File: config.mk
export PLATFORM = sky130hd
export DESIGN_NAME = des_decrypt_core
export DESIGN_NICKNAME = d
export VERILOG_FILES = /design/src/rtl/des_decrypt_core.sv
export SDC_FILE = /design/constraint.sdc
export NUM_CORES = 1
export LEC_CHECK = 0
export BUFFER_PORTS_ARGS = -buffer_cell sky130_fd_sc_hd__clkbuf_2
export CELL_PAD_IN_SITES_DETAIL_PLACEMENT = 1
export CELL_PAD_IN_SITES_GLOBAL_PLACEMENT = 1
export CORE_MARGIN = 2
export CORE_UTILIZATION = 40
export CTS_CLUSTER_SIZE = 12
export DETAILED_ROUTE_END_ITERATION = 7
export GPL_TIMING_DRIVEN = 0
export PLACE_DENSITY_LB_ADDON = 0.3
export SYNTH_ARGS = -nofsm -noshare
export SYNTH_HDL_FRONTEND = slang
export SYNTH_SLANG_ARGS = --single-unit
File: constraint.sdc
create_clock -name clk -period 4.6 [get_ports clk]
set_input_delay 0.23 -clock clk [delete_from_list [all_inputs] [get_ports clk]]
set_output_delay 0.23 -clock clk [all_outputs]
set_load 0.1 [all_outputs]
File: src/rtl/des_decrypt_core.sv
// rtl/des_decrypt_core.sv - iterative DES core, one Feistel round per clock
// Decrypts by default (right-rotating schedule, K16 first); MODE_DECRYPT=0 encrypts.
module S_Box_1 (input logic [5:0] in, output logic [3:0] out);
  localparam logic [255:0] T = 256'hE4D12FB83A6C5907_0F74E2D1A6CB9538_41E8D62BFC973A50_FC8249175B3EA06D;
  assign out = T[8'd255 - {in[5], in[0], in[4:1], 2'b00} -: 4];
endmodule

module S_Box_2 (input logic [5:0] in, output logic [3:0] out);
  localparam logic [255:0] T = 256'hF18E6B34972DC05A_3D47F28EC01A69B5_0E7BA4D158C6932F_D8A13F42B67C05E9;
  assign out = T[8'd255 - {in[5], in[0], in[4:1], 2'b00} -: 4];
endmodule

module S_Box_3 (input logic [5:0] in, output logic [3:0] out);
  localparam logic [255:0] T = 256'hA09E63F51DC7B428_D709346A285ECBF1_D6498F30B12C5AE7_1AD069874FE3B52C;
  assign out = T[8'd255 - {in[5], in[0], in[4:1], 2'b00} -: 4];
endmodule

module S_Box_4 (input logic [5:0] in, output logic [3:0] out);
  localparam logic [255:0] T = 256'h7DE3069A1285BC4F_D8B56F03472C1AE9_A690CB7DF13E5284_3F06A1D8945BC72E;
  assign out = T[8'd255 - {in[5], in[0], in[4:1], 2'b00} -: 4];
endmodule

module S_Box_5 (input logic [5:0] in, output logic [3:0] out);
  localparam logic [255:0] T = 256'h2C417AB6853FD0E9_EB2C47D150FA3986_421BAD78F9C5630E_B8C71E2D6F09A453;
  assign out = T[8'd255 - {in[5], in[0], in[4:1], 2'b00} -: 4];
endmodule

module S_Box_6 (input logic [5:0] in, output logic [3:0] out);
  localparam logic [255:0] T = 256'hC1AF92680D34E75B_AF427C9561DE0B38_9EF528C3704A1DB6_432C95FABE17608D;
  assign out = T[8'd255 - {in[5], in[0], in[4:1], 2'b00} -: 4];
endmodule

module S_Box_7 (input logic [5:0] in, output logic [3:0] out);
  localparam logic [255:0] T = 256'h4B2EF08D3C975A61_D0B7491AE35C2F86_14BDC37EAF680592_6BD814A7950FE23C;
  assign out = T[8'd255 - {in[5], in[0], in[4:1], 2'b00} -: 4];
endmodule

module S_Box_8 (input logic [5:0] in, output logic [3:0] out);
  localparam logic [255:0] T = 256'hD2846FB1A93E50C7_1FD8A374C56B0E92_7B419CE206ADF358_21E74A8DFC90356B;
  assign out = T[8'd255 - {in[5], in[0], in[4:1], 2'b00} -: 4];
endmodule

module des_decrypt_core #(
  parameter logic MODE_DECRYPT = 1'b1
) (
  input  logic        clk,
  input  logic        rst_n,
  input  logic        in_valid,
  output logic        in_ready,
  input  logic [63:0] cipher_in,
  input  logic [63:0] key_in,
  output logic        out_valid,
  input  logic        out_ready,
  output logic [63:0] plain_out,
  output logic        busy
);
  // Tables hold 1-based DES bit numbers; DES bit n sits at vector bit (width - n).
  localparam int IP_T [64] = '{58,50,42,34,26,18,10,2, 60,52,44,36,28,20,12,4,
                               62,54,46,38,30,22,14,6, 64,56,48,40,32,24,16,8,
                               57,49,41,33,25,17,9,1,  59,51,43,35,27,19,11,3,
                               61,53,45,37,29,21,13,5, 63,55,47,39,31,23,15,7};
  localparam int FP_T [64] = '{40,8,48,16,56,24,64,32, 39,7,47,15,55,23,63,31,
                               38,6,46,14,54,22,62,30, 37,5,45,13,53,21,61,29,
                               36,4,44,12,52,20,60,28, 35,3,43,11,51,19,59,27,
                               34,2,42,10,50,18,58,26, 33,1,41,9,49,17,57,25};
  localparam int PC1_T [56] = '{57,49,41,33,25,17,9, 1,58,50,42,34,26,18,
                                10,2,59,51,43,35,27, 19,11,3,60,52,44,36,
                                63,55,47,39,31,23,15, 7,62,54,46,38,30,22,
                                14,6,61,53,45,37,29, 21,13,5,28,20,12,4};
  localparam int PC2_T [48] = '{14,17,11,24,1,5, 3,28,15,6,21,10, 23,19,12,4,26,8,
                                16,7,27,20,13,2, 41,52,31,37,47,55, 30,40,51,45,33,48,
                                44,49,39,56,34,53, 46,42,50,36,29,32};
  localparam int E_T [48] = '{32,1,2,3,4,5, 4,5,6,7,8,9, 8,9,10,11,12,13, 12,13,14,15,16,17,
                              16,17,18,19,20,21, 20,21,22,23,24,25, 24,25,26,27,28,29, 28,29,30,31,32,1};
  localparam int P_T [32] = '{16,7,20,21,29,12,28,17, 1,15,23,26,5,18,31,10,
                              2,8,24,14,32,27,3,9, 19,13,30,6,22,11,4,25};

  function automatic logic [63:0] ip(input logic [63:0] x);
    ip = '0;
    for (int i = 0; i < 64; i++) ip[63-i] = x[64-IP_T[i]];
  endfunction

  function automatic logic [63:0] fp(input logic [63:0] x);
    fp = '0;
    for (int i = 0; i < 64; i++) fp[63-i] = x[64-FP_T[i]];
  endfunction

  function automatic logic [55:0] pc1(input logic [63:0] x);
    pc1 = '0;
    for (int i = 0; i < 56; i++) pc1[55-i] = x[64-PC1_T[i]];
  endfunction

  function automatic logic [47:0] pc2(input logic [55:0] x);
    pc2 = '0;
    for (int i = 0; i < 48; i++) pc2[47-i] = x[56-PC2_T[i]];
  endfunction

  function automatic logic [47:0] e_exp(input logic [31:0] x);
    e_exp = '0;
    for (int i = 0; i < 48; i++) e_exp[47-i] = x[32-E_T[i]];
  endfunction

  function automatic logic [31:0] p_perm(input logic [31:0] x);
    p_perm = '0;
    for (int i = 0; i < 32; i++) p_perm[31-i] = x[32-P_T[i]];
  endfunction

  // Left rotation moves bits toward DES bit 1, i.e. toward the MSB.
  function automatic logic [27:0] rot(input logic [27:0] x, input logic [1:0] n);
    case (n)
      2'd1:    rot = MODE_DECRYPT ? {x[0], x[27:1]}   : {x[26:0], x[27]};
      2'd2:    rot = MODE_DECRYPT ? {x[1:0], x[27:2]} : {x[25:0], x[27:26]};
      default: rot = x;
    endcase
  endfunction

  typedef enum logic [1:0] {IDLE, ROUND, DONE} state_t;
  state_t state, state_nx;

  logic [31:0] l_q, r_q, sbox_out, f_out;
  logic [27:0] c_q, d_q, c_nx, d_nx;
  logic [3:0]  cnt;
  logic [1:0]  shift;
  logic [47:0] subkey, sbox_in;

  always_comb begin
    shift = 2'd2;
    if (cnt == 4'd0)                                  shift = MODE_DECRYPT ? 2'd0 : 2'd1;
    else if (cnt == 4'd1 || cnt == 4'd8 || cnt == 4'd15) shift = 2'd1;
  end

  assign c_nx    = rot(c_q, shift);
  assign d_nx    = rot(d_q, shift);
  assign subkey  = pc2({c_nx, d_nx});
  assign sbox_in = e_exp(r_q) ^ subkey;

  S_Box_1 u_s1 (.in(sbox_in[47:42]), .out(sbox_out[31:28]));
  S_Box_2 u_s2 (.in(sbox_in[41:36]), .out(sbox_out[27:24]));
  S_Box_3 u_s3 (.in(sbox_in[35:30]), .out(sbox_out[23:20]));
  S_Box_4 u_s4 (.in(sbox_in[29:24]), .out(sbox_out[19:16]));
  S_Box_5 u_s5 (.in(sbox_in[23:18]), .out(sbox_out[15:12]));
  S_Box_6 u_s6 (.in(sbox_in[17:12]), .out(sbox_out[11:8]));
  S_Box_7 u_s7 (.in(sbox_in[11:6]),  .out(sbox_out[7:4]));
  S_Box_8 u_s8 (.in(sbox_in[5:0]),   .out(sbox_out[3:0]));

  assign f_out = p_perm(sbox_out);

  always_ff @(posedge clk or negedge rst_n) begin
    if (!rst_n) state <= IDLE;
    else        state <= state_nx;
  end

  always_comb begin
    state_nx  = state;
    in_ready  = 1'b0;
    busy      = 1'b0;
    out_valid = 1'b0;
    case (state)
      IDLE: begin
        in_ready = 1'b1;
        if (in_valid) state_nx = ROUND;
      end
      ROUND: begin
        busy = 1'b1;
        if (cnt == 4'd15) state_nx = DONE;
      end
      DONE: begin
        out_valid = 1'b1;
        if (out_ready) state_nx = IDLE;
      end
      default: state_nx = IDLE;
    endcase
  end

  always_ff @(posedge clk or negedge rst_n) begin
    if (!rst_n) begin
      l_q <= '0; r_q <= '0; c_q <= '0; d_q <= '0;
      cnt <= '0; plain_out <= '0;
    end else begin
      case (state)
        IDLE: if (in_valid) begin
          {l_q, r_q} <= ip(cipher_in);
          {c_q, d_q} <= pc1(key_in);
          cnt        <= 4'd0;
        end
        ROUND: begin
          c_q <= c_nx;
          d_q <= d_nx;
          l_q <= r_q;
          r_q <= l_q ^ f_out;
          cnt <= cnt + 4'd1;
          // Final round output is taken with the halves swapped.
          if (cnt == 4'd15) plain_out <= fp({l_q ^ f_out, r_q});
        end
        default: ;
      endcase
    end
  end
endmodule

==> results of run 1 <==
## state kept, by name, summed over array words and instances (netlist names)
register   count
c_q           28
cnt            4
d_q           28
l_q           32
plain_out     64
r_q           32
state          2
## how the worst max path moves through the flow
| stage | startpoint | end | slack (ps) | cells after the start |
|---|---|---|---|---|
| 2_1_floorplan | cnt[0]$_DFFE_PN0P_ | plain_out[56]$_DFFE_PN0P_ | 770 | 17 |
| 3_3_place_gp | rst_n | plain_out[9]$_DFFE_PN0P_ | -710 | 1 |
| 3_5_place_dp | cnt[0]$_DFFE_PN0P_ | r_q[27]$_DFFE_PN0P_ | -720 | 15 |
| 4_1_cts | cnt[0]$_DFFE_PN0P_ | r_q[11]$_DFFE_PN0P_ | -10 | 15 |
| 5_1_grt | cnt[0]$_DFFE_PN0P_ | r_q[11]$_DFFE_PN0P_ | -50 | 16 |
| 6_report | cnt[0]$_DFFE_PN0P_ | plain_out[22]$_DFFE_PN0P_ | 140 | 13 |
## cell usage after synthesis (all sizes together) (9+ instances only)
library cell | n | area share, %
mux2i | 37 | 2.2
a221oi | 45 | 3.0
a31oi | 20 | 0.75
a32oi | 13 | 0.68
xor2 | 53 | 3.8
dfrtp | 190 | 28
o221ai | 10 | 0.52
a21oi | 106 | 3.3
buf | 85 | 3.1
o22ai | 16 | 0.60
nor4b | 33 | 1.8
clkbuf | 90 | 2.0
a211oi | 46 | 2.2
or3 | 10 | 0.37
nand2 | 216 | 4.8
ha | 63 | 4.7
mux2 | 24 | 1.6
xnor2 | 74 | 5.3
nor2 | 120 | 2.7
nor4 | 49 | 1.8
o211ai | 37 | 1.7
nand3b | 10 | 0.45
a22oi | 41 | 1.8
o21ai | 130 | 3.9
nor2b | 67 | 2.5
nand3 | 52 | 1.6
o31ai | 36 | 2.6
nor3 | 81 | 2.4
nand2b | 14 | 0.52
and3 | 25 | 0.93
inv | 51 | 1.1
o311a | 9 | 0.58
## metal layers
layer  wire [um]  up-vias
met4        4500        2
li1            -     7722
met1       33400     9045
met2       34600     1006
met5          12        -
met3        7810      222
## area by class of cell
cell class	count	share of cell area, %
Multi-Input combinational cell	1549	57.7
Tap cell	532	3.43
Clock buffer	17	2.19
Buffer	173	4.46
Inverter	52	1.01
Sequential cell	190	24.5
Timing Repair Buffer	212	5.98
Clock inverter	15	0.774
## stage by stage
stage	setup WS, ps	instances	hold WS (ps)	area, um2
global placement	-713	2688	458	18400
finish	141	2740	40.2	19400
CTS	-12.6	2733	29.6	19200
floorplan	768	1966	-65.6	16700
detailed placement	-715	2689	383	18400
global route	-50.6	2740	54.5	19400
## worst register-to-register path, cell delays in order (launching register included)
cell and delay, ps:
dfrtp_1 450, ha_1 300, and3_1 240, buf_4 210, buf_6 190, buf_2 240, nor2_1 820, a21oi_2 250
xnor2_1 490, nand2_1 250, o32ai_1 450, a311oi_2 140, xnor2_1 240, o21ai_1 70
## timing repair
item / CTS / global route
gates cloned: 0 / 0
gates resized for setup: 25 / 27
hold endpoints to repair: 100 / 0
hold buffers: 6 / 0
endpoints found under the setup margin: 46 / 50
pin swaps: 3 / 4
buffers inserted: 6 / 9
## logic make-up after synthesis
logic type / count (synthesis) / synth area share [%]
and+or+nand+nor: 705 / 21.1
AOI/OAI and AO/OA: 588 / 25.9
buffers and inverters: 227 / 6.31
DFF: 190 / 28.4
xor gates and xnor gates: 127 / 9.06
muxes: 66 / 4.52
adders and majority gates: 63 / 4.71
==> flow_summary.ini, run 1 <==
[hold_path]
hold_path_depth = 3
hold_path.class = in2reg
hold_start = cipher_in[10]
whs_endpoint = l_q[14]$_DFFE_PN0P_

[clock_network]
insertion_delay_ps = 490
cts_num_sinks = 190
numCtsBuffers = 17
cts_tree = done
path_clk_slew_ps = 90
htree_levels = 4
clk_path_buf_depth = 2
cts_root_buf = clkbuf_16

[job]
drv_cap = 0

[layout]
seqCellArea_um2 = 4750
final_nets = 2390
fillCellCount = 5000
drive_above_1_share_pct = 22.0
layout_commonest_cell = nand2_1
diodes = 0
multi_input_area_um2 = 11200
postLayoutCoreUtil_pct = 47.2
most-common-layout-cells = nand2_1, clkbuf_2, dfrtp_1
syn_to_final_growth_pct = 15.9

[sta]
worst_pin_slew_ps = 1260
fin_crit_sh_pct = 96.9
tns_ps = 0
fin_worst_skew_ps = 16.5
fmax_ghz = 0.224
slew_headroom_pct = 15.9
layout_min_cycle_time_ps = 4460
setup_viol = 0
hold_violations = 0
maxSlewViolCount = 0

[worst_setup_path]
worst_path_dominant_cell_family = simple AND/OR/NAND/NOR gates
critPathRequiredTime_ps = 4950
critical_path_arrival_ps = 4810
crit_slowest_cell = nor2_1
r2r_cells = 13
cp_max_fo = 10
worstReg2RegStart = cnt[0]$_DFFE_PN0P_
critPathCaptureType = register
rrSetupSlack_ps = 140
worstPathCellList = ha_1, and3_1, buf_4, buf_6, buf_2, nor2_1, a21oi_2, xnor2_1, nand2_1, o32ai_1, a311oi_2, xnor2_1, o21ai_1
crit_type = reg2reg
rr_endpoint = plain_out[22]$_DFFE_PN0P_
cp_common_cell = xnor2_1
slowest_delay_ps = 810
start_kind = register
crit_buf_inv = 3

[global_routing]
grt_use_met1_pct = 49.7
grtUsageMet3_pct = 7.77
antenna_found_initial = 1
track_usage_pct = 36.6
grt.overflow.total = 0
grt_pass1_vias = 17988
top_usage_layer = met2
grt_max_degree = 97
grtUsageMet2_pct = 55.0
grt_pass1_wl_um = 120000

[floorplan]
boundaryPins = 199
die-area_um2 = 43500
rows = 74
core-area_um2 = 41100
dieWidth_um = 209
start_util_pct = 40.7
die_h_um = 209

[synth]
postSynthAreaPerCell_um2 = 8.52
ys_ff_latch = 190
ys_seq_area_share_pct = 28.4
synthArstFlopShare_pct = 100
synth_edf_count = 0
synth_cells = 1966
syn_area_um2 = 16700
synth-main-ff-cell = dfrtp_1
yosysWarnings = 0
synth_cell_types = 90
synth_nets = 2161

[place]
hpwl_um = 60100
io_buffers = 190
gp_congestion = 1.00

[drt]
ant_nets = 0
vias = 17997
first_pass_iters = 5
drc = 0
wl_per_cell_um = 29.3
drt_iter0_drc = 2004
viasPerCell = 6.57
wirelength_um = 80300

[status]
status = completed
Power of run 1 is left out: the tool's default activity adds up to more than one toggle a clock period on the data nets, which glitch-free logic cannot reach.
==> inputs of run 2 (changes only) <==
==> constraint.sdc (replaced) <==
create_clock -name clk -period 3.97 [get_ports clk]
set_input_delay 0.1985 -clock clk [delete_from_list [all_inputs] [get_ports clk]]
set_output_delay 0.1985 -clock clk [all_outputs]
set_load 0.1 [all_outputs]
==> flow_summary.ini, run 2 (synthesis results as in run 1) <==
[status]
status = complete, but fails checks
violations = hold timing, setup timing

[drt]
ant_nets = 0
drt_iter0_drc = 1970
wirelength_um = 84900
viasPerCell = 6.61
wl_per_cell_um = 30.0
drc = 0
first_pass_iters = 7
vias = 18711

[worst_setup_path]
start_kind = register
critPathRequiredTime_ps = 4360
slowest_delay_ps = 590
worstPathCellList = inv_2, ha_4, buf_8, buf_2, nor4_1, a221oi_4, o31ai_4, xor2_4, buf_4, ha_2, inv_1, mux4_2, nand2_1, o211ai_1, o21ai_2, xor2_1, mux2_2
critical_path_arrival_ps = 4380
critPathCaptureType = register
crit_type = reg2reg
cp_max_fo = 10
r2r_cells = 17
crit_slowest_cell = nor4_1

[hold_path]
hold_path.class = in2reg
hold_path_depth = 3

[clock_network]
insertion_delay_ps = 510
htree_levels = 4
cts_root_buf = clkbuf_16
cts_num_sinks = 190
clk_path_buf_depth = 2
path_clk_slew_ps = 90
cts_tree = done
numCtsBuffers = 17

[floorplan]
start_util_pct = 40.7
dieWidth_um = 209
core-area_um2 = 41100
boundaryPins = 199
rows = 74
die-area_um2 = 43500
die_h_um = 209

[sta]
slew_headroom_pct = 12.9
fmax_ghz = 0.251
hold_violations = 1
tns_ps = -15.6
rsz0062_at_grt = true
layout_min_cycle_time_ps = 3990
worst_pin_slew_ps = 1310
holdWs_ps = -5.51
maxSlewViolCount = 0
fin_worst_skew_ps = 18.2
worst_slack_ps = -15.6
setup_viol = 1
fin_crit_sh_pct = 100

[layout]
syn_to_final_growth_pct = 29.0
most-common-layout-cells = nand2_1, clkbuf_2, dfrtp_1
drive_above_1_share_pct = 30.6
top_register = plain_out
largest_reg_flops = 64
layout_commonest_cell = nand2_1
diodes = 0
final_nets = 2479
top_regs = plain_out x64, l_q x32, r_q x32

[global_routing]
grt.overflow.total = 0
grt_max_degree = 97
grt_pass1_vias = 18553
antenna_found_initial = 2
grt_pass1_wl_um = 123000
track_usage_pct = 37.7

[place]
hpwl_um = 60100
gp_congestion = 1.00
io_buffers = 190

[job]
drv_cap = 0
run 2: stage by stage:
stage               util [%]  setup WS, ps  hold slack [ps]  area [um2]  std cells
floorplan                  -           138            -97.1       16700       1966
global placement        44.7         -1310              427       18400       2688
detailed placement      44.8         -1350              351       18400       2689
CTS                     49.1         -45.6             2.53       20200       2775
global route            52.6          -138             14.8       21600       2829
finish                  52.6         -15.6            -5.51       21600       2829
run 2: final cells by class:
type	count	area, um2
repair buffers	301	1970
clock inverters	15	150
plain buffers	172	1060
fillers	4838	19500
multi-input cells	1550	12300
inverters	52	223
clock buffers	17	425
flip-flops and latches	190	4760
well taps	532	666
run 2: timing repair:
item | in CTS | in global routing
buffers inserted | 49 | 55
pin swaps | 33 | 80
endpoints found under the hold margin | 101 | 0
hold buffers | 7 | 0
gates resized for setup | 136 | 203
cloned | 1 | 3
endpoints found under the setup margin | 64 | 63
run 2: layer usage:
metal | up-vias | GRT usage (%) | share of wire, %
met3 | 300 | 7.60 | 9.0
met2 | 1075 | 56.9 | 43
met4 | 4 | 20.2 | 6.2
met1 | 9413 | 50.9 | 41
li1 | 7919 | - | -
met5 | - | 0 | 0.027
run 2: path summary, 6_finish.rpt:
check	from	end	slack [ps]
min in group asynchronous	rst_n	plain_out[32]$_DFFE_PN0P_	330
worst max-delay path	cnt[0]$_DFFE_PN0P_	plain_out[26]$_DFFE_PN0P_	-20
worst min-delay path	cipher_in[10]	l_q[14]$_DFFE_PN0P_	-6
worst max register to register	cnt[0]$_DFFE_PN0P_	plain_out[26]$_DFFE_PN0P_	-20
max in group asynchronous	rst_n	d_q[18]$_DFFE_PN0P_	2580
worst min register to register	plain_out[11]$_DFFE_PN0P_	plain_out[11]$_DFFE_PN0P_	480
run 2: worst max-delay path: cells and delay by family (launching register included):
| kind | cells | cell delay (ps) |
|---|---|---|
| multiplexers | 2 | 730 |
| buffers and inverters | 5 | 680 |
| AND/OR/NAND/NOR | 2 | 670 |
| AO/OA/AOI/OAI | 4 | 590 |
| flip-flops | 1 | 440 |
| adder cells (fa/ha/maj) | 2 | 430 |
| XOR/XNOR | 2 | 320 |
Power of run 2 is left out for the same reason.
==> inputs of run 3 (changes only) <==
--- a/config.mk
+++ b/config.mk
@@ -5,11 +5,12 @@
 export SDC_FILE = /design/constraint.sdc
 export NUM_CORES = 1
 export LEC_CHECK = 0
+export ABC_AREA = 1
 export BUFFER_PORTS_ARGS = -buffer_cell sky130_fd_sc_hd__clkbuf_2
 export CELL_PAD_IN_SITES_DETAIL_PLACEMENT = 1
 export CELL_PAD_IN_SITES_GLOBAL_PLACEMENT = 1
 export CORE_MARGIN = 2
-export CORE_UTILIZATION = 40
+export CORE_UTILIZATION = 38
 export CTS_CLUSTER_SIZE = 12
 export DETAILED_ROUTE_END_ITERATION = 7
 export GPL_TIMING_DRIVEN = 0
==> flow_summary.ini, run 3 <==
[status]
status = completed

[sta]
setup_viol = 0
fmax_ghz = 0.259
maxSlewViolCount = 0
slew_headroom_pct = 20.9
fin_worst_skew_ps = 16.8
layout_min_cycle_time_ps = 3850
hold_violations = 0
worst_pin_slew_ps = 1190
fin_crit_sh_pct = 97.1

[synth]
ys_ff_latch = 190
yosysTopAreaCellShare_pct = 30.5
postSynthAreaPerCell_um2 = 6.51
yosysWarnings = 0
synthArstFlopShare_pct = 100
synth_nets = 2591
synth_edf_count = 0
synth_cells = 2396
synth_area_leaders = dfrtp_1, nand2_1, nand3_1
yosysTopAreaCell = dfrtp_1
synth_most_common_cell = nand2_1
syn_area_um2 = 15600
synth_cell_types = 44
ys_seq_area_share_pct = 30.5
synth-main-ff-cell = dfrtp_1
synthTopCellsByCount = nand2_1, nand3_1, inv_1

[worst_setup_path]
rrSetupSlack_ps = 120
critPathRequiredTime_ps = 4330
cp_common_cell = nand2_1
cp_max_fo = 10
worstReg2RegStart = cnt[0]$_DFFE_PN0P_
worstPathCellList = inv_1, ha_1, nand2_4, nor2_4, inv_4, nand2_4, inv_4, buf_6, nand2_1, nand2_1, nand2_1, nand2_2, ha_2, inv_1, nand2_1, nand3_1, nand3_1, nand3_1, nand3_1, nand3_1, nand2_1, nand2_1
start_kind = register
rr_endpoint = r_q[8]$_DFFE_PN0P_
crit_slowest_cell = dfrtp_2
crit_buf_inv = 5
worst_path_dominant_cell_family = simple AND/OR/NAND/NOR gates
critPathCaptureType = register
r2r_cells = 22
critical_path_arrival_ps = 4210
slowest_delay_ps = 460
crit_type = reg2reg

[global_routing]
grt_pass1_wl_um = 115000
grt_pass1_vias = 18530
grt_max_degree = 98
track_usage_pct = 36.7
antenna_found_initial = 1
grt.overflow.total = 0

[clock_network]
cts_tree = done
clk_path_buf_depth = 2
cts_num_sinks = 190
cts_root_buf = clkbuf_16
numCtsBuffers = 17
htree_levels = 4
insertion_delay_ps = 470
path_clk_slew_ps = 80

[floorplan]
die_h_um = 207
die-area_um2 = 42700
core-area_um2 = 40600
start_util_pct = 38.4
boundaryPins = 199
dieWidth_um = 207
rows = 74

[job]
drv_cap = 0

[drt]
first_pass_iters = 6
wl_per_cell_um = 24.8
viasPerCell = 5.92
drt_iter0_drc = 1783
ant_nets = 0
wirelength_um = 78400
vias = 18738
drc = 0

[layout]
layout_commonest_cell = nand2_1
largest_reg_flops = 64
most-common-layout-cells = nand2_1, nand3_1, inv_1
syn_to_final_growth_pct = 16.3
top_regs = plain_out x64, l_q x32, r_q x32
diodes = 0
final_nets = 2813
top_register = plain_out
fillCellCount = 5490
stdcell_area_um2 = 18200
drive_above_1_share_pct = 15.4

[place]
io_buffers = 190
place_area_um2 = 17300
gp_congestion = 0.959
hpwl_um = 61300

[hold_path]
hold_path_depth = 3
whs_endpoint = l_q[9]$_DFFE_PN0P_
hold_path.class = in2reg
hold_start = cipher_in[50]
## run 3: changes by cell type after synthesis, sizes merged, moves of 43 or more
cell,previous run,this run
xnor2,74,1
o21ai,130,75
nor2b,67,0
nor4,49,0
nand3,52,473
xor2,53,10
nand2,216,932
a211oi,46,1
inv,51,232
a21oi,106,4
## run 3: worst max-delay path by stage
stage	start	slack (ps)	end	cells after the start
2_1_floorplan	cnt[0]$_DFFE_PN0P_	980	r_q[20]$_DFFE_PN0P_	24
3_3_place_gp	rst_n	-1330	plain_out[16]$_DFFE_PN0P_	1
3_5_place_dp	cnt[0]$_DFFE_PN0P_	-310	r_q[18]$_DFFE_PN0P_	22
4_1_cts	cnt[0]$_DFFE_PN0P_	5	plain_out[28]$_DFFE_PN0P_	22
5_1_grt	cnt[0]$_DFFE_PN0P_	-20	plain_out[56]$_DFFE_PN0P_	24
6_report	cnt[0]$_DFFE_PN0P_	120	r_q[8]$_DFFE_PN0P_	22
## run 3: metrics by stage
stage          setup WS, ps  instances  setup TNS [ps]  hold WS (ps)  util (%)
2_1_floorplan           983       2396               0         -97.1         -
3_3_place_gp          -1330       3118         -248960           398      42.4
3_5_place_dp           -314       3119           -3460           373      42.5
4_1_cts                4.58       3157               0          1.68      44.2
5_1_grt               -16.5       3163           -16.5          25.3      44.7
6_report                115       3163               0          5.93      44.7
## run 3: what timing repair did
| item | 4_1_cts | 5_1_grt |
|---|---|---|
| hold buffers | 6 | 0 |
| buffers inserted | 0 | 7 |
| endpoints found under the setup margin | 33 | 57 |
| gates cloned | 0 | 0 |
| gates resized for setup | 13 | 44 |
| hold endpoints to repair | 98 | 0 |
| pin swaps | 0 | 1 |
## run 3: cells by family after synthesis
| kind of cell | after synthesis | share of synthesized area, % |
|---|---|---|
| xor gates and xnor gates | 11 | 1.19 |
| adders and majority gates | 63 | 5.05 |
| and+or+nand+nor | 1587 | 44.1 |
| DFF | 190 | 30.5 |
| buffers and inverters | 343 | 9.59 |
| AOI/OAI and AO/OA | 202 | 9.56 |
## run 3: metal layers
metal | vias to the layer above | part of all wire, % | wire [um] | GRT usage, %
met5 | - | 0.024 | 19 | 0
met4 | 2 | 4.5 | 3520 | 15.9
met3 | 173 | 9.5 | 7410 | 7.60
met2 | 921 | 43 | 34100 | 55.8
met1 | 9241 | 43 | 33400 | 50.4
li1 | 8401 | - | - | -
## run 3: worst reg2reg max path: stages (launching register included)
cell	delay (ps)
dfrtp_2	460
inv_1	80
ha_1	190
nand2_4	150
nor2_4	220
inv_4	130
nand2_4	140
inv_4	100
buf_6	170
nand2_1	110
nand2_1	130
nand2_1	100
nand2_2	170
ha_2	440
inv_1	90
nand2_1	70
nand3_1	150
nand3_1	120
nand3_1	200
nand3_1	200
nand3_1	150
nand2_1	120
nand2_1	50
## run 3: final cells by class
type	instances	area [um2]	share of cell area [%]
tap	532	666	3.67
multi-input combinational	1863	9520	52.4
clock inverter	12	146	0.806
inverter	234	892	4.91
clock buffer	20	457	2.52
sequential	190	4760	26.2
buffer	108	618	3.40
timing repair buffer	204	1100	6.06
Power of run 3 is left out for the same reason.
